==> src/rtl/neuron_phase_ctrl.sv <==
`default_nettype none
// ============================================================================
// Module  : neuron_phase_ctrl
// Brief   : Sequences a neuron through forward / backward phases with fixed
//           cycle budgets, capturing the activation and the incoming gradient.
// Rev     : 1.0
// ============================================================================
module neuron_phase_ctrl #(
  parameter int BITS    = 16,
  parameter int FWD_CYC = 6,
  parameter int BWD_CYC = 9
) (
  input  logic            clk,
  input  logic            rst,
  input  logic            start,
  input  logic            train,
  output logic            ready,
  output logic            FP,
  output logic            BP,
  input  logic [BITS-1:0] nrn_y,
  output logic [BITS-1:0] y_out,
  output logic            y_valid,
  input  logic            dz_valid,
  input  logic [BITS-1:0] dz_in,
  output logic            dz_ready,
  output logic [BITS-1:0] dz_out,
  output logic            done
);

  localparam logic [4:0] FWD_LAST = 5'(FWD_CYC - 1);
  localparam logic [4:0] BWD_LAST = 5'(BWD_CYC - 1);

  typedef enum logic [2:0] {
    S_IDLE  = 3'd0,
    S_FWD   = 3'd1,
    S_BWAIT = 3'd2,
    S_BSET  = 3'd3,
    S_BWD   = 3'd4
  } state_t;

  state_t          state_q,    state_d;
  logic [4:0]      cnt_q,      cnt_d;
  logic            train_q,    train_d;
  logic [BITS-1:0] y_out_q,    y_out_d;
  logic [BITS-1:0] dz_out_q,   dz_out_d;
  logic            fp_q,       fp_d;
  logic            bp_q,       bp_d;
  logic            ready_q,    ready_d;
  logic            y_valid_q,  y_valid_d;
  logic            done_q,     done_d;
  logic            dz_ready_q, dz_ready_d;

  always_comb begin
    state_d   = state_q;
    cnt_d     = cnt_q;
    train_d   = train_q;
    y_out_d   = y_out_q;
    dz_out_d  = dz_out_q;
    y_valid_d = 1'b0;
    done_d    = 1'b0;

    case (state_q)
      S_IDLE: begin
        if (start) begin
          state_d = S_FWD;
          train_d = train;
          cnt_d   = 5'd0;
        end
      end
      S_FWD: begin
        cnt_d = cnt_q + 5'd1;
        if (cnt_q == FWD_LAST) begin
          y_out_d   = nrn_y;
          y_valid_d = 1'b1;
          if (train_q) begin
            state_d = S_BWAIT;
          end else begin
            state_d = S_IDLE;
            done_d  = 1'b1;
          end
        end
      end
      S_BWAIT: begin
        // dz_ready_q is high exactly while parked here, so this is the handshake
        if (dz_valid && dz_ready_q) begin
          dz_out_d = dz_in;
          state_d  = S_BSET;
        end
      end
      S_BSET: begin
        cnt_d   = 5'd0;
        state_d = S_BWD;
      end
      S_BWD: begin
        cnt_d = cnt_q + 5'd1;
        if (cnt_q == BWD_LAST) begin
          state_d = S_IDLE;
          done_d  = 1'b1;
        end
      end
      default: begin
        state_d = S_IDLE;
        cnt_d   = 5'd0;
      end
    endcase

    // Phase code and handshakes are precomputed from the next state so they
    // leave the block straight from flops, aligned with the state register.
    fp_d       = (state_d == S_FWD) || (state_d == S_BWAIT) || (state_d == S_BSET);
    bp_d       = (state_d == S_BWAIT) || (state_d == S_BSET) || (state_d == S_BWD);
    ready_d    = (state_d == S_IDLE);
    dz_ready_d = (state_d == S_BWAIT);
  end

  always_ff @(posedge clk) begin
    if (rst) begin
      state_q    <= S_IDLE;
      cnt_q      <= 5'd0;
      train_q    <= 1'b0;
      y_out_q    <= '0;
      dz_out_q   <= '0;
      fp_q       <= 1'b0;
      bp_q       <= 1'b0;
      ready_q    <= 1'b1;
      y_valid_q  <= 1'b0;
      done_q     <= 1'b0;
      dz_ready_q <= 1'b0;
    end else begin
      state_q    <= state_d;
      cnt_q      <= cnt_d;
      train_q    <= train_d;
      y_out_q    <= y_out_d;
      dz_out_q   <= dz_out_d;
      fp_q       <= fp_d;
      bp_q       <= bp_d;
      ready_q    <= ready_d;
      y_valid_q  <= y_valid_d;
      done_q     <= done_d;
      dz_ready_q <= dz_ready_d;
    end
  end

  assign ready    = ready_q;
  assign FP       = fp_q;
  assign BP       = bp_q;
  assign y_out    = y_out_q;
  assign y_valid  = y_valid_q;
  assign dz_ready = dz_ready_q;
  assign dz_out   = dz_out_q;
  assign done     = done_q;

endmodule
`default_nettype wire

==> config.mk <==
export PLATFORM = sky130hd
export DESIGN_NAME = neuron_phase_ctrl
export DESIGN_NICKNAME = d
export VERILOG_FILES = /design/src/rtl/neuron_phase_ctrl.sv
export SDC_FILE = /design/constraint.sdc
export NUM_CORES = 1
export LEC_CHECK = 0
export BUFFER_PORTS_ARGS = -buffer_cell sky130_fd_sc_hd__clkbuf_2
export CELL_PAD_IN_SITES_DETAIL_PLACEMENT = 1
export CELL_PAD_IN_SITES_GLOBAL_PLACEMENT = 2
export CORE_MARGIN = 2
export CORE_UTILIZATION = 26
export DETAILED_ROUTE_END_ITERATION = 10
export PLACE_DENSITY = 0.88
export REMOVE_ABC_BUFFERS = 1
export SYNTH_ARGS = -nofsm -noshare
export SYNTH_HDL_FRONTEND = slang
export SYNTH_SLANG_ARGS = --single-unit
==> constraint.sdc <==
create_clock -name clk -period 1.9 [get_ports clk]
set_input_delay 0.19 -clock clk [delete_from_list [all_inputs] [get_ports clk]]
set_output_delay 0.19 -clock clk [all_outputs]
set_load 0.02 [all_outputs]
Word level (Yosys, flattened, before mapping)
Cells that the tools add are included.
{"block": "classes", "bitwise_logic": 2, "magnitude_cmp": 0, "n_addsub": 1, "n_reduce_logical": 13, "eq_ne": 11, "shifts": 0, "mul": 0, "mux": 13, "div_mod_pow": 0}
{"op": "$pmux W3 S5", "n": 1}
{"op": "$pmux W5 S3", "n": 1}
{"op": "$eq A3 B2 Y1 const B", "n": 4}
{"op": "$mux W3", "n": 4}
{"op": "$reduce_and A2 Y1", "n": 4}
{"op": "$eq A3 B1 Y1 const B", "n": 2}
{"op": "$eq A3 B3 Y1 const B", "n": 2}
{"op": "$logic_not A3 Y1", "n": 2}
{"op": "$add A5 B1 Y5 const B", "n": 1}
{"op": "$eq A5 B3 Y1 const B", "n": 1}
{"op": "$eq A5 B4 Y1 const B", "n": 1}
{"op": "$mux W5", "n": 1}
{"op": "$logic_or A1 B1 Y1", "n": 4}
{"op": "$mux W1", "n": 4}
{"op": "$reduce_or A2 Y1", "n": 2}
{"op": "$mux W2", "n": 1}
{"op": "$ne A2 B2 Y1 const B", "n": 1}
{"op": "$not A1 Y1", "n": 2}
{"op": "$pmux W1 S2", "n": 1}
{"op": "$logic_and A1 B1 Y1", "n": 1}
{"block": "word_totals", "word_cells": 51, "register_bits": 47, "ram_bits": 0, "romBits": 0, "n_memories": 0, "latch_bits": 0, "in_bits": 37, "out_inout_bits": 38}

Longest topological paths before layout
{"block": "logic_depth", "ltp_word": 6, "depth_mapped": 8, "mapped_depth_nobuf": 6}

Worst setup path before layout
No wires, ideal clock.
{"block": "synth_path", "path_type": "reg-to-reg", "from": "register cnt_q[1]", "to": "register y_out_q[10] (netlist: y_out[10])", "synth_period_minus_slack_ns": 1.491, "stages_incl_launch_ff": 8, "required_ns": 1.830, "slack_ns": 0.409, "setup_ns": 0.070, "n_path_buf": 1, "arrival_ns": 1.421, "path_cell_list": "dfxtp_1 inv_1 ha_1 and4bb_1 nand2_1 clkbuf_1 nand2_1 a21oi_1"}
{"block": "synth_via", "elab_chain_len": 2}
{"item": "start: declaration", "line": "42", "text": "logic [4:0] cnt_q, cnt_d;"}
{"item": "start signal: assignment", "line": "130", "text": "cnt_q <= cnt_d;"}
{"item": "$eq A5 B3 Y1", "line": "72", "text": "if (cnt_q == FWD_LAST) begin"}
{"item": "$reduce_and A2 Y1 (no source line)"}
{"item": "end signal: assignment", "line": "132", "text": "y_out_q <= y_out_d;"}
{"item": "end: declaration", "line": "44", "text": "logic [BITS-1:0] y_out_q, y_out_d;"}
No other way between the ends.
A chain may end at the register's enable or synchronous reset.

Worst setup path in the final report
{"block": "layout_path", "from": "register cnt_q[0]", "to": "register dz_ready_q (netlist: dz_ready)"}
{"block": "layout_via", "elab_chain_len": 4, "elab_cells_between_ends": 6, "cone_classes": "3 x eq/ne; 3 x mux"}
{"item": "$eq A5 B4 Y1 or $eq A5 B3 Y1 (tied branches)", "line": "96, 72"}
{"item": "$mux W3, on equally long branches", "line": "96, 72"}
{"item": "$pmux W3 S5 *", "line": "62", "text": "case (state_q)"}
{"item": "$eq A3 B2 Y1 *", "line": "112", "text": "dz_ready_d = (state_d == S_BWAIT);"}
{"item": "end signal: assignment", "line": "139", "text": "dz_ready_q <= dz_ready_d;"}
{"item": "end: declaration", "line": "51", "text": "logic dz_ready_q, dz_ready_d;"}
Every way passes the cells marked *; elsewhere a longest branch is shown, timed or not.

==> results.md <==
- Status: finished, final reports clean
- Placer Congestion: about 0.7
- Setup Fix Bufs, Post-CTS: 0
- Share of flip-flops with an asynchronous set or reset: 0
- Post-Place Cell Area: 2243 µm²
- Core Area: 6719 µm²
- Pre-CTS setup slack: 0.2890 ns
- Post-Syn Area: 1783 µm²
- Clock buffer count from CTS: 5
- CP Max Fanout: 5
- Number of hold buffers added after CTS: 0
- Worst-path clk slew: ~0.080 ns
- Flop2flop setup slack: 0.30 ns
- Main synth FF type: dfxtp_1
- Cell Pwr Density: about 720 nW/µm²
- Largest cells by area after synthesis: dfxtp_1 (53%), nand2_1 (14%), a21oi_1 (10%)
- Syn. warnings: 0
- Antenna fix cells: 0
- Comb pwr share: 0.065
- Clk pwr share: 0.336
- 1st-pass router iterations: 4
- Buf/Inv on CP: 0
- #FFs+latches synth: 47
- Setup Skew: 0.007980 ns
- Die Width: between 80 and 90 µm
- Max Clk Rate: 624.8 MHz
- Top-area cell type share of the netlist area: 0.5277
- Crit path max-delay family: simple AND/OR/NAND/NOR gates
- Root Driver: clkbuf_8
- Hold Crit Class: input pin to flop
- Final worst path period need: 1.601 ns
- Part of the power in registers: 0.600
- CTS tree: done
- WL/cell: 12.50 µm
- Global route overflow: 0
- Final setup margin: between 0.2 and 0.3 ns
- RSZ-0062 raised after global routing: false
- Seq/Total Area, Yosys: 0.5277
- Setup violations, final: 0
- Worst endpoint required time: 2.13 ns
- IR drop worst, VDD: 0.2529 mV
- Total track usage: 0.1284
- Initial antenna violation count: 0
- Clock H-tree levels: 2
- CP Data Arrival Time: 1.83 ns
- Share of cells above drive strength 1: 0.3136
- Switch Pwr: 0.0003733 W
- Routed WL: roughly 4.6 mm
- Vias per Instance: 4.504
- Kind of critical path: flop to flop
- Syn Area/Cell: 8.410 µm²
- Final instance area: about 2300 µm²
- Fin crit share: 0.8424
- CTS Buffer Depth: 2
- Post-CTS sizing: 0
- Die Y: 86.81 µm
- DR DRC count: 0
- Sw Ratio: 0.2226
- Port Buffers: 74
- Largest net degree at the start of global routing: 24
- Cell-internal power: 0.001304 W
- First-pass GRT wire length: 7.672 mm
- Via Count: 1653
- Row count: 30
- Final ANT Viol Nets: 0
- TNS Setup: 0 ns
- Clock sinks: 47
- Slowest-stage cell, CP: dfxtp_1
- Detailed placer's ending HPWL: 3.492 mm
- Actual slew at the worst max-slew pin: between 0.4 and 0.5 ns
- First DRT Iteration DRCs: 45
- Mapped Cells: 212
- Synth cell types: 31
- Max_cap viols: 0
- Max incr delay on CP: 0.43 ns
- CP Cell Sequence: ha_1 > and4bb_1 > nand4b_1 > a211oi_2 > and4_1
- Final hold vios: 0
- Layout Nets: 326
- Post-synth EDFFs: 0
- Max-slew violation count: 0
- Worst-Skew Late Latency: 0.29 ns
- Max-slew headroom: 0.7174
- Initial Util: 0.2654
- Die ar.: approximately 7500 µm²
- Number of global-route vias before repair: 1728
- Leak Pwr: 0.9703 nW
- Cell accounting for the most synthesized area: dfxtp_1
- Area Growth Syn to Fin: 30.39%
- CP endpoint kind: flop
- Startpoint class of the critical path: flop
- # IOs: 75
stage by stage:
| stage | cells | hold slack, ns | power, W | utilization |
|---|---|---|---|---|
| 6_report | 367 | 0.1117 | 0.001677 | 0.3460 |
| 5_1_grt | 367 | 0.1045 | 0.001768 | 0.3460 |
| 3_5_place_dp | 359 | 0.4205 | 0.001139 | 0.3339 |
| 3_3_place_gp | 359 | 0.4133 | 0.001138 | 0.3339 |
| 2_1_floorplan | 200 | 0.2574 | 0.001071 | - |
| 4_1_cts | 367 | 0.1038 | 0.001711 | 0.3460 |
metal layers:
| layer | up-vias | track usage | part of all wire |
|---|---|---|---|
| met5 | - | 0 | 0 |
| met4 | 0 | 0.03835 | 0.0083 |
| met3 | 5 | 0.04095 | 0.070 |
| met2 | 52 | 0.2228 | 0.48 |
| met1 | 757 | 0.1504 | 0.44 |
| li1 | 839 | - | - |
cells by family after synthesis:
kind of cell,count (synthesis),share of synthesized area
compound gates,43,0.1375
xor+xnor,4,0.01965
fa+ha+maj,3,0.02105
buf+inv,14,0.03790
flops,47,0.5277
simple gates,101,0.2561
power by group through the flow:
stage / Clock, W / Combinational, W / Sequential, W
finish: 0.000563 / 0.000108 / 0.00101
global route: 0.000639 / 0.000121 / 0.00101
CTS: 0.000595 / 0.000111 / 0.00101
detailed placement: 0 / 0.000110 / 0.00103
global placement: 0 / 0.000110 / 0.00103
floorplan: 0 / 0.0000400 / 0.00103
flip-flops by register name (all words and copies together) (netlist names), 3 cells and up:
signal,flops
y_out,16
cnt_q,5
dz_out,16
state_q,3
worst min-delay path, cell delays in order:
cell      delay (ns)
clkbuf_2        0.08
nand2_1         0.04
a21oi_1         0.05
cells in the final DEF (no fill, tap or decap), drive strengths merged, types with 2 or more instances in the layout:
cell type	instances
a21oi	37
buf	5
clkbuf	81
dfxtp	47
ha	3
inv	2
nand2	68
nand2b	3
nand3	5
nand3b	2
nor2	10
nor3	2
o21ai	2
or2	4
xnor2	2
xor2	2
final timing paths:
kind | endpoint | depth (start not counted) | start
worst max register to register | dz_ready$_SDFF_PP0_ | 5 | cnt_q[0]$_SDFFE_PP0P_
worst max-delay path | dz_ready$_SDFF_PP0_ | 5 | cnt_q[0]$_SDFFE_PP0P_
worst min-delay path | dz_out[0]$_SDFFE_PP0P_ | 3 | dz_in[0]
worst min register to register | y_out[7]$_SDFFE_PP0P_ | 2 | y_out[7]$_SDFFE_PP0P_
cells in the mapped netlist (2+ instances only):
cell      instances
nand2_1          68
dfxtp_1          47
a21oi_1          37
nor2_1            9
buf_2             6
clkbuf_1          5
nand3_1           5
ha_1              3
nand2b_1          3
or2_1             3
inv_1             2
nand3b_1          2
nor3_1            2
xnor2_1           2
xor2_1            2
layout make-up:
cell class | instances | area, µm²
Inverter | 2 | 7.507
Multi-Input combinational cell | 151 | 774.5
Clock buffer | 7 | 76.32
Fill cell | 832 | 4394
Sequential cell | 47 | 940.9
Timing Repair Buffer | 79 | 420.4
Tap cell | 80 | 100.1
Clock inverter | 1 | 5.005
Power figures use the tool's default switching activity.
